**config.mk**
```make
export PLATFORM = sky130hd
export DESIGN_NAME = seq_detector_param_flat
export DESIGN_NICKNAME = d
export VERILOG_FILES = /design/src/rtl/seq_detector_param_pkg.sv /design/src/rtl/seq_detector_param_if.sv /design/src/rtl/seq_detector_param_sat_counter.sv /design/src/rtl/seq_detector_param.sv /design/src/flat_wrapper.sv
export SDC_FILE = /design/constraint.sdc
export NUM_CORES = 1
export LEC_CHECK = 0
export BUFFER_PORTS_ARGS = -buffer_cell sky130_fd_sc_hd__buf_2
export CELL_PAD_IN_SITES_DETAIL_PLACEMENT = 1
export CELL_PAD_IN_SITES_GLOBAL_PLACEMENT = 2
export CORE_ASPECT_RATIO = 2
export CORE_MARGIN = 4
export CORE_UTILIZATION = 33
export CTS_BUF_LIST = sky130_fd_sc_hd__clkbuf_4
export DETAILED_ROUTE_END_ITERATION = 8
export PLACE_DENSITY_LB_ADDON = 0.1
export SYNTH_ARGS = -nofsm -noshare
export SYNTH_HDL_FRONTEND = slang
export SYNTH_SLANG_ARGS = --single-unit
```
**constraint.sdc**
```tcl
create_clock -name clk -period 2.5 [get_ports clk]
set_input_delay 0 -clock clk [delete_from_list [all_inputs] [get_ports clk]]
set_output_delay 0 -clock clk [all_outputs]
set_load 0.02 [all_outputs]
```
**src/rtl/seq_detector_param_pkg.sv**
```systemverilog
// -----------------------------------------------------------------------------
// seq_det_pkg
// Shared constants and types for the programmable serial sequence detector.
// The defaults reproduce the legacy fixed 1101 overlapping detector, so a
// freshly reset block behaves exactly like the design it replaces.
// -----------------------------------------------------------------------------
package seq_det_pkg;

    // Power-on configuration: legacy 1101, overlapping.
    localparam logic [3:0] DEF_PATTERN = 4'b1101;
    localparam int         DEF_LEN     = 4;
    localparam logic       DEF_OVERLAP = 1'b1;

    // Shortest pattern the detector accepts on a configuration load.
    localparam int         MIN_LEN     = 2;

    // Outcome of the configuration port in a given cycle.
    typedef enum logic [1:0] {
        CFG_NONE,
        CFG_ACCEPT,
        CFG_REJECT
    } cfg_action_e;

endpackage

```
**src/rtl/seq_detector_param_if.sv**
```systemverilog
// -----------------------------------------------------------------------------
// seq_detector_param_if
// Bundles the stream, configuration and result signals of the detector.
//   master : drives in_valid/in and the cfg_* load port, observes results
//   slave  : the detector itself
// Signals:
//   in_valid, in             serial bit stream and its qualifier
//   cfg_load                 one-cycle configuration strobe
//   cfg_pattern/len/overlap  configuration presented with cfg_load
//   out                      combinational (Mealy) match flag
//   match_count              saturating match counter
//   cfg_err                  one-cycle pulse after a rejected load
// -----------------------------------------------------------------------------
interface seq_detector_param_if #(
    parameter int MAX_LEN = 8,
    parameter int CNT_W   = 8
);
    localparam int LW = $clog2(MAX_LEN + 1);

    logic               in_valid;
    logic               in;
    logic               cfg_load;
    logic [MAX_LEN-1:0] cfg_pattern;
    logic [LW-1:0]      cfg_len;
    logic               cfg_overlap;
    logic               out;
    logic [CNT_W-1:0]   match_count;
    logic               cfg_err;

    modport master (
        output in_valid, in, cfg_load, cfg_pattern, cfg_len, cfg_overlap,
        input  out, match_count, cfg_err
    );

    modport slave (
        input  in_valid, in, cfg_load, cfg_pattern, cfg_len, cfg_overlap,
        output out, match_count, cfg_err
    );

endinterface

```
**src/rtl/seq_detector_param_sat_counter.sv**
```systemverilog
// -----------------------------------------------------------------------------
// sat_counter
// Up-counter that sticks at its all-ones value instead of wrapping.
//   clk, rst : clock and asynchronous active-high reset
//   clr      : synchronous clear, has priority over inc
//   inc      : count one event this cycle
//   count    : current value
// -----------------------------------------------------------------------------
module sat_counter #(
    parameter int WIDTH = 8
) (
    input  logic             clk,
    input  logic             rst,
    input  logic             clr,
    input  logic             inc,
    output logic [WIDTH-1:0] count
);

    logic [WIDTH-1:0] count_q;
    logic [WIDTH-1:0] count_d;

    // Next value: clear wins, otherwise step unless already saturated.
    always_comb begin
        count_d = count_q;
        if (clr) begin
            count_d = '0;
        end else if (inc && (count_q != {WIDTH{1'b1}})) begin
            count_d = count_q + WIDTH'(1);
        end
    end

    always_ff @(posedge clk or posedge rst) begin
        if (rst) begin
            count_q <= '0;
        end else begin
            count_q <= count_d;
        end
    end

    assign count = count_q;

endmodule

```
**src/rtl/seq_detector_param.sv**
```systemverilog
// -----------------------------------------------------------------------------
// seq_detector_param
// Runtime-programmable serial sequence detector. Compares the most recent
// valid bits against a loadable pattern of MIN_LEN..MAX_LEN bits and raises
// a same-cycle (Mealy) match flag, in overlapping or non-overlapping mode.
// Ports:
//   clk, rst : clock and asynchronous active-high reset
//   bus      : slave side of seq_detector_param_if (stream, config, results)
// The most recent bit is the live input itself, so only MAX_LEN-1 past bits
// are stored; the pattern's MSB (bit len-1) is the oldest bit of a match.
// -----------------------------------------------------------------------------
module seq_detector_param
    import seq_det_pkg::*;
#(
    parameter int MAX_LEN = 8,
    parameter int CNT_W   = 8
) (
    input  logic                 clk,
    input  logic                 rst,
    seq_detector_param_if.slave  bus
);

    localparam int LW = $clog2(MAX_LEN + 1);
    localparam int HW = MAX_LEN - 1;

    localparam logic [MAX_LEN-1:0] PAT_RESET = MAX_LEN'(DEF_PATTERN);
    localparam logic [LW-1:0]      LEN_RESET = LW'(DEF_LEN);

    logic [HW-1:0]      hist_q, hist_d;
    logic [LW-1:0]      fill_q, fill_d;
    logic [MAX_LEN-1:0] pat_q,  pat_d;
    logic [LW-1:0]      len_q,  len_d;
    logic               ovl_q,  ovl_d;
    logic               cfg_err_q, cfg_err_d;

    logic [MAX_LEN-1:0] window;
    logic [MAX_LEN-1:0] len_mask;
    logic               cfg_len_ok;
    logic               pattern_hit;
    logic               history_full;
    logic               match;
    cfg_action_e        cfg_action;

    assign window = {hist_q, bus.in};

    // Only the low len bits of the window take part in the comparison.
    always_comb begin
        len_mask = '0;
        for (int i = 0; i < MAX_LEN; i++) begin
            len_mask[i] = (i < int'(len_q));
        end
    end

    assign pattern_hit  = (((window ^ pat_q) & len_mask) == '0);
    assign history_full = (fill_q >= (len_q - LW'(1)));

    assign cfg_len_ok = (bus.cfg_len >= LW'(MIN_LEN)) &&
                        (bus.cfg_len <= LW'(MAX_LEN));

    always_comb begin
        cfg_action = CFG_NONE;
        if (bus.cfg_load) begin
            cfg_action = cfg_len_ok ? CFG_ACCEPT : CFG_REJECT;
        end
    end

    // A load cycle never matches: the stream bit is discarded that cycle.
    assign match = bus.in_valid && !bus.cfg_load && history_full && pattern_hit;

    // Next-state for history and configuration. A load (good or bad) takes
    // priority over the stream; a rejected load leaves everything untouched.
    always_comb begin
        hist_d    = hist_q;
        fill_d    = fill_q;
        pat_d     = pat_q;
        len_d     = len_q;
        ovl_d     = ovl_q;
        cfg_err_d = 1'b0;

        case (cfg_action)
            CFG_ACCEPT: begin
                pat_d  = bus.cfg_pattern;
                len_d  = bus.cfg_len;
                ovl_d  = bus.cfg_overlap;
                hist_d = '0;
                fill_d = '0;
            end
            CFG_REJECT: begin
                cfg_err_d = 1'b1;
            end
            default: begin
                if (bus.in_valid) begin
                    if (match && !ovl_q) begin
                        // Non-overlapping: the next match needs len fresh bits.
                        hist_d = '0;
                        fill_d = '0;
                    end else begin
                        hist_d = window[HW-1:0];
                        fill_d = (fill_q == LW'(HW)) ? fill_q : fill_q + LW'(1);
                    end
                end
            end
        endcase
    end

    always_ff @(posedge clk or posedge rst) begin
        if (rst) begin
            hist_q    <= '0;
            fill_q    <= '0;
            pat_q     <= PAT_RESET;
            len_q     <= LEN_RESET;
            ovl_q     <= DEF_OVERLAP;
            cfg_err_q <= 1'b0;
        end else begin
            hist_q    <= hist_d;
            fill_q    <= fill_d;
            pat_q     <= pat_d;
            len_q     <= len_d;
            ovl_q     <= ovl_d;
            cfg_err_q <= cfg_err_d;
        end
    end

    sat_counter #(
        .WIDTH (CNT_W)
    ) u_match_cnt (
        .clk   (clk),
        .rst   (rst),
        .clr   (cfg_action == CFG_ACCEPT),
        .inc   (match),
        .count (bus.match_count)
    );

    assign bus.out     = match;
    assign bus.cfg_err = cfg_err_q;

endmodule
```
**src/flat_wrapper.sv**
```systemverilog
// flat-port wrapper written by rule: the top's interface ports become plain ports
module seq_detector_param_flat import seq_det_pkg::*;
#(
    parameter int MAX_LEN = 8,
    parameter int CNT_W   = 8
)
  (clk, rst, bus_in_valid, bus_in, bus_cfg_load, bus_cfg_pattern, bus_cfg_len, bus_cfg_overlap, bus_out, bus_match_count, bus_cfg_err);
  seq_detector_param_if #(.MAX_LEN(MAX_LEN), .CNT_W(CNT_W)) bus_i ();
  input  logic clk;
  input  logic rst;
  input wire logic [$bits(bus_i.in_valid)-1:0] bus_in_valid;
  input wire logic [$bits(bus_i.in)-1:0] bus_in;
  input wire logic [$bits(bus_i.cfg_load)-1:0] bus_cfg_load;
  input wire logic [$bits(bus_i.cfg_pattern)-1:0] bus_cfg_pattern;
  input wire logic [$bits(bus_i.cfg_len)-1:0] bus_cfg_len;
  input wire logic [$bits(bus_i.cfg_overlap)-1:0] bus_cfg_overlap;
  output wire logic [$bits(bus_i.out)-1:0] bus_out;
  output wire logic [$bits(bus_i.match_count)-1:0] bus_match_count;
  output wire logic [$bits(bus_i.cfg_err)-1:0] bus_cfg_err;
  assign bus_i.in_valid = bus_in_valid;
  assign bus_i.in = bus_in;
  assign bus_i.cfg_load = bus_cfg_load;
  assign bus_i.cfg_pattern = bus_cfg_pattern;
  assign bus_i.cfg_len = bus_cfg_len;
  assign bus_i.cfg_overlap = bus_cfg_overlap;
  assign bus_out = bus_i.out;
  assign bus_match_count = bus_i.match_count;
  assign bus_cfg_err = bus_i.cfg_err;
  seq_detector_param #(.MAX_LEN(MAX_LEN), .CNT_W(CNT_W)) u_core (.clk(clk), .rst(rst), .bus(bus_i));
endmodule
```
After elaboration in Yosys (flattened, before gate mapping)
Cells that the tools add are included.
- bits in registers: 33
- bits in latches: 0
- memory bits (writable): 0
- ROM bits: 0
- bits of input ports: 18
- word-level logic and storage cells: 54
- memories kept: 0
- add/sub/neg operators: 3
- $mul: 0
- divide/modulo/power cells: 0
- $lt $le $gt $ge: 11
- equality and inequality tests: 5
- shift-type cells: 0
- mux-type cells: 12
- bitwise operators: 3
- reduce and logical (&&, ||, !) cells: 13
- operators by type and width (kind ; number):
    $lt A3 B4 Y1 const A ; 4
    $mux W8 ; 2
    $mux W7 ; 2
    $pmux W7 S2 ; 1
    $mux W4 ; 3
    $add A8 B1 Y8 const B ; 1
    $and A8 B8 Y8 ; 1
    $logic_not A8 Y1 ; 1
    $lt A1 B4 Y1 const A ; 2
    $lt A2 B4 Y1 const A ; 2
    $ne A8 B8 Y1 const B ; 1
    $pmux W4 S2 ; 1
    $xor A8 B8 Y8 ; 1
    $logic_and A1 B1 Y1 ; 6
    $add A4 B1 Y4 const B ; 1
    $eq A4 B3 Y1 const B ; 1
    $ge A4 B2 Y1 const B ; 1
    $ge A4 B4 Y1 ; 1
    $le A4 B4 Y1 const B ; 1
    $mux W2 ; 2
    $reduce_bool A2 Y1 ; 2
    $sub A4 B1 Y4 const B ; 1
    $ne A3 B2 Y1 const B ; 1
    $reduce_and A3 Y1 ; 1
    other kinds (6) ; 7

Logic depth before layout (Yosys ltp)
- word-level depth: 8
- depth in mapped cells: 11
- mapped depth without buffers: 11

Hierarchy
Synthesis repeated with hierarchy kept, for this count alone.
- cells, all modules: 193
- area, all modules: 1930.6 um2
- modules (own cells, without submodules) (module ; instances ; cells an instance ; area each (um2) ; sequential area each (um2)):
    seq_detector_param ; 1 ; 144 ; 1426.4 ; 631.9
    sat_counter ; 1 ; 49 ; 504.2 ; 200.2

Least setup slack after synthesis
OpenSTA, ideal clock, no wires.
- path type: flip-flop to flip-flop
- start: register u_core.len_q[2]
- end: register u_core.u_match_cnt.count_q[0] (netlist: u_core.u_match_cnt.count[0])
- setup time: 0.077 ns
- arrival time: 2.552 ns
- slack: -0.129 ns
- cell stages (with the launch flop): 11
- cell sequence: dfstp_2 buf_6 nor3_1 xnor2_1 ha_1 o21a_1 o22ai_1 a211o_1 or4_4 or3_1 a21oi_1
- word-level cells in the longest chain between the ends: 6
- ends and longest elaborated chain (what ; line ; text):
    start: declaration ; seq_detector_param.sv:32 ; logic [LW-1:0] len_q, len_d;
    start signal: assignment ; seq_detector_param.sv:118 ; len_q <= len_d;
    $sub A4 B1 Y4, or another cell as far along ; seq_detector_param.sv:55 ; assign history_full = (fill_q >= (len_q - LW'(1)));
    $ge A4 B4 Y1 / $and A8 B8 Y8 (equally long branches) ; seq_detector_param.sv:55, seq_detector_param.sv:54 ;
    $logic_and A1 B1 Y1 / $logic_not A8 Y1 (equally long branches) ; seq_detector_param.sv:68, seq_detector_param.sv:54 ;
    $logic_and A1 B1 Y1 * ; seq_detector_param.sv:68 ; assign match = bus.in_valid && !bus.cfg_load && history_full && pattern_hit;
    $logic_and A1 B1 Y1 * ; seq_detector_param_sat_counter.sv:27 ; end else if (inc && (count_q != {WIDTH{1'b1}})) begin
    $reduce_bool A2 Y1 (no source line) * ; n/a ;
    end signal: assignment ; seq_detector_param_sat_counter.sv:36 ; count_q <= count_d;
    end: declaration ; seq_detector_param_sat_counter.sv:19 ; logic [WIDTH-1:0] count_q;
Mark *: on every way between the ends. The rest lies on a longest branch, timed or not.
A chain may end at the register's enable or synchronous reset.

Final worst setup path
- start: register u_core.len_q[2]
- end: register u_core.hist_q[1]
- word-level cells in the longest chain between the ends: 8
- ends and longest elaborated chain (what ; line ; text):
    $sub A4 B1 Y4, or another cell as far along ; seq_detector_param.sv:55 ;
    $ge A4 B4 Y1 / $and A8 B8 Y8 (equally long branches) ; seq_detector_param.sv:55, seq_detector_param.sv:54 ;
    $logic_and A1 B1 Y1 / $logic_not A8 Y1 (equally long branches) ; seq_detector_param.sv:68, seq_detector_param.sv:54 ;
    $logic_and A1 B1 Y1 * ; seq_detector_param.sv:68 ;
    $logic_and A1 B1 Y1 * ; seq_detector_param.sv:93 ; if (match && !ovl_q) begin
    $mux W7 * ; seq_detector_param.sv:93 ;
    $mux W7 * ; seq_detector_param.sv:92 ; if (bus.in_valid) begin
    $pmux W7 S2 * ; seq_detector_param.sv:80 ; case (cfg_action)
    end signal: assignment ; seq_detector_param.sv:115 ; hist_q <= hist_d;
    end: declaration ; seq_detector_param.sv:29 ; logic [HW-1:0] hist_q, hist_d;
Mark *: on every way between the ends. The rest lies on a longest branch, timed or not. The select of a mux whose other input is x is not followed.

==> flow_summary.toml <==
[outcome]
status = "finished, violations left"
violations = "setup timing"

[synthesis]
synthArstFlopShare_pct = 100
ys_ff_latch = 33
synth_common_cells = "nand2_1 (41), dfrtp_1 (28), o21ai_0 (10)"
netlist_instances = 187
netlist_top_cells_area = "dfrtp_1 (39%), nand2_1 (8.6%), dfstp_2 (7.3%), ha_1 (6.3%), xnor2_1 (3.9%)"
netlist.area_leader.share_pct = 39.1
synth_cell_types = 45
yosysSeqAreaShare_pct = 46.4
synth_top_flop_cell = "dfrtp_1"
yosysMostFrequentCell = "nand2_1"
syn_nets = 214
synth_top_cell_by_area = "dfrtp_1"
syn-cell-area_um2 = 1790
synth_enable_flop_cells = 0
avgSynthCellArea_um2 = 9.59
yosysWarnings = 0

[sta]
layout_min_cycle_time_ps = 2520
rsz0062_at_grt = "true"
slew_headroom_pct = 59.4
fin_skew_ps = 8.29
setup_tns_ps = -37.2
drv_slew = 0
worst_pin_slew_ps = 609
finalCritPeriodShare_pct = 101
max_freq_mhz = 396
post-route-worst-setup-slack_ps = -24.9
finalSetupViolations = 7
hold_violations = 0

[layout]
finish.instance_area_um2 = 2420
drive_gt1_share_pct = 29.1
layout.nets = 277
seq_area_um2 = 832
multi_input_area_um2 = 976
final_core_util_pct = 46.3
diodes = 0
instances_no_fill = 309
fillers = 639
areaGrowthSynthToFinish_pct = 34.9

[grt]
grt_pass1_wl_mm = 8.58
grt-busiest-layer = "met2"
use_met1_pct = 16.5
antenna_found_initial = 0
grt_pass1_vias = 1761
met2_usage_pct = 32.9
gr-usage-met3_pct = 2.76
grt_start_max_net_pins = 20
grt.overflow.total = 0
track_usage_pct = 17.2

[clock_tree]
clockRootBuffer = "clkbuf_4"
cts.sinks = 33
cts_tree = "done"
cts_max_path_buffers = 2
clock_latency_ps = 330
cts_buffers = 5
clk_pin_slew_ps = 110
htree_num_levels = 2

[worst_hold_path]
min_path_cells = 4
hold_path_class = "in -> reg"

[worst_setup_path]
cpPeakStageDelay_ps = 600
crit_fanout = 7
critPathArrivalTime_ps = 2740
cpMostUsedCell = "buf_6"
crit_chain = "nor3_2 > xnor2_1 > ha_1 > o21a_1 > o22ai_1 > a211o_1 > buf_4 > nor4b_4 > buf_6 > nor2_4 > buf_6 > a22o_1"
worstRegToRegCells = 12
slowest_stage = "dfstp_2"
crit_path_end_kind = "register"
worstSetupStartpointType = "register"
cp.required_ps = 2720
path_class = "reg -> reg"

[die]
start_util_pct = 34.3
core_um2 = 5230
die_h_um = 112
core.rowCount = 37
dieArea_um2 = 6750
pin_count = 28
die-width_um = 60.1

[place]
post-place-ws_ps = -121
gp_congestion = 0.847
portBuffers = 27
placed_area_um2 = 2060
placed_cells = 279
dp_hpwl_mm = 4.02

[power_and_ir_drop]
pwr_density_cell_nw_per_um2 = 613
peakVddDrop_mv = 0.379
p_leak_nw = 1.17

[drt]
drt-total-wl_mm = 5.28
drt_iter0_markers = 42
vias = 1602
vias_per_cell = 5.18
drt_pass1_iterations = 2
ant_nets = 0
drc = 0
drt-wirelength-per-cell_um = 17.1

[flow_run]
cap_violations = 0
==> cell families after synthesis <==
family                     share of synthesized area [%]
muxes                                               2.79
adders and majority gates                           6.28
buffers and inverters                               3.49
and+or+nand+nor                                     22.1
xor gates and xnor gates                            4.88
DFF                                                 46.4
AOI/OAI and AO/OA                                   14.1
==> timing repair <==
item / in CTS / in global routing
gates resized for setup: 11 / 10
hold endpoints to repair: 28 / 0
buffers inserted: 2 / 3
setup endpoints to repair: 17 / 19
hold buffers: 17 / 0
pin swaps: 1 / 6
==> sequential cells by signal (all words and copies together) (netlist names) <==
name	count
u_core.u_match_cnt.count	8
u_core.fill_q	4
u_core.bus.cfg_err	1
u_core.pat_q	8
u_core.len_q	4
u_core.hist_q	7
u_core.ovl_q	1
==> final cells by class <==
cell class | count | share of cell area, %
Multi-Input combinational cell | 141 | 40.3
Sequential cell | 33 | 34.4
Timing Repair Buffer | 62 | 18.8
Tap cell | 58 | 3.00
Clock buffer | 7 | 2.17
Inverter | 7 | 1.19
Clock inverter | 1 | 0.155
==> metrics by stage <==
stage | hold slack (ps) | total power, W
6_report | 132 | 0.00148
5_1_grt | 164 | 0.00158
4_1_cts | 121 | 0.00146
3_5_place_dp | 100 | 0.00108
3_3_place_gp | 87.5 | 0.00106
2_1_floorplan | 83.0 | 0.000938
==> path summary, 6_finish.rpt <==
kind | start | end | slack (ps)
worst min-delay path | bus_in_valid | u_core.fill_q[2] | 130
worst max register to register | u_core.len_q[2] | u_core.hist_q[1] | -20
worst max-delay path | u_core.len_q[2] | u_core.hist_q[1] | -20
max in group asynchronous | rst | u_core.pat_q[0] | 1470
min in group asynchronous | rst | u_core.u_match_cnt.count[6] | 270
worst min register to register | u_core.pat_q[0] | u_core.pat_q[0] | 470
==> power breakdown <==
part / internal, W / switching [W] / total (W) / leakage, nW
Clock: 0.000130 / 0.000183 / 0.000313 / 0.0338
Combinational: 0.000252 / 0.000245 / 0.000497 / 0.721
Sequential: 0.000606 / 0.0000677 / 0.000674 / 0.421
Total: 0.000989 / 0.000496 / 0.00148 / 1.17
==> cell usage in the layout, fill, tap and decap left out, types with 7 or more instances in the layout <==
cell type and instances:
nand2_1 41, dfrtp_1 28, buf_2 26, dlygate4sd3_1 17, buf_4 16, o21ai_0 10
nand3_1 9, xnor2_1 8, ha_1 8, a21oi_1 7, a22o_1 7, clkbuf_4 7
==> worst max-delay path: cells and delay by family (launching register included) <==
kind	cells	cell delay, ps
adders and majority gates	1	270
xor gates and xnor gates	1	120
and+or+nand+nor	3	340
DFF	1	600
AOI/OAI and AO/OA	4	600
buffers and inverters	3	470
==> metal layers <==
layer	routed length, um	up-vias	part of all wire [%]
li1	-	781	-
met4	203	0	3.8
met1	1740	784	33
met2	3230	26	61
met3	105	11	2.0
met5	0	-	0
(Power assumes the default switching activity.)
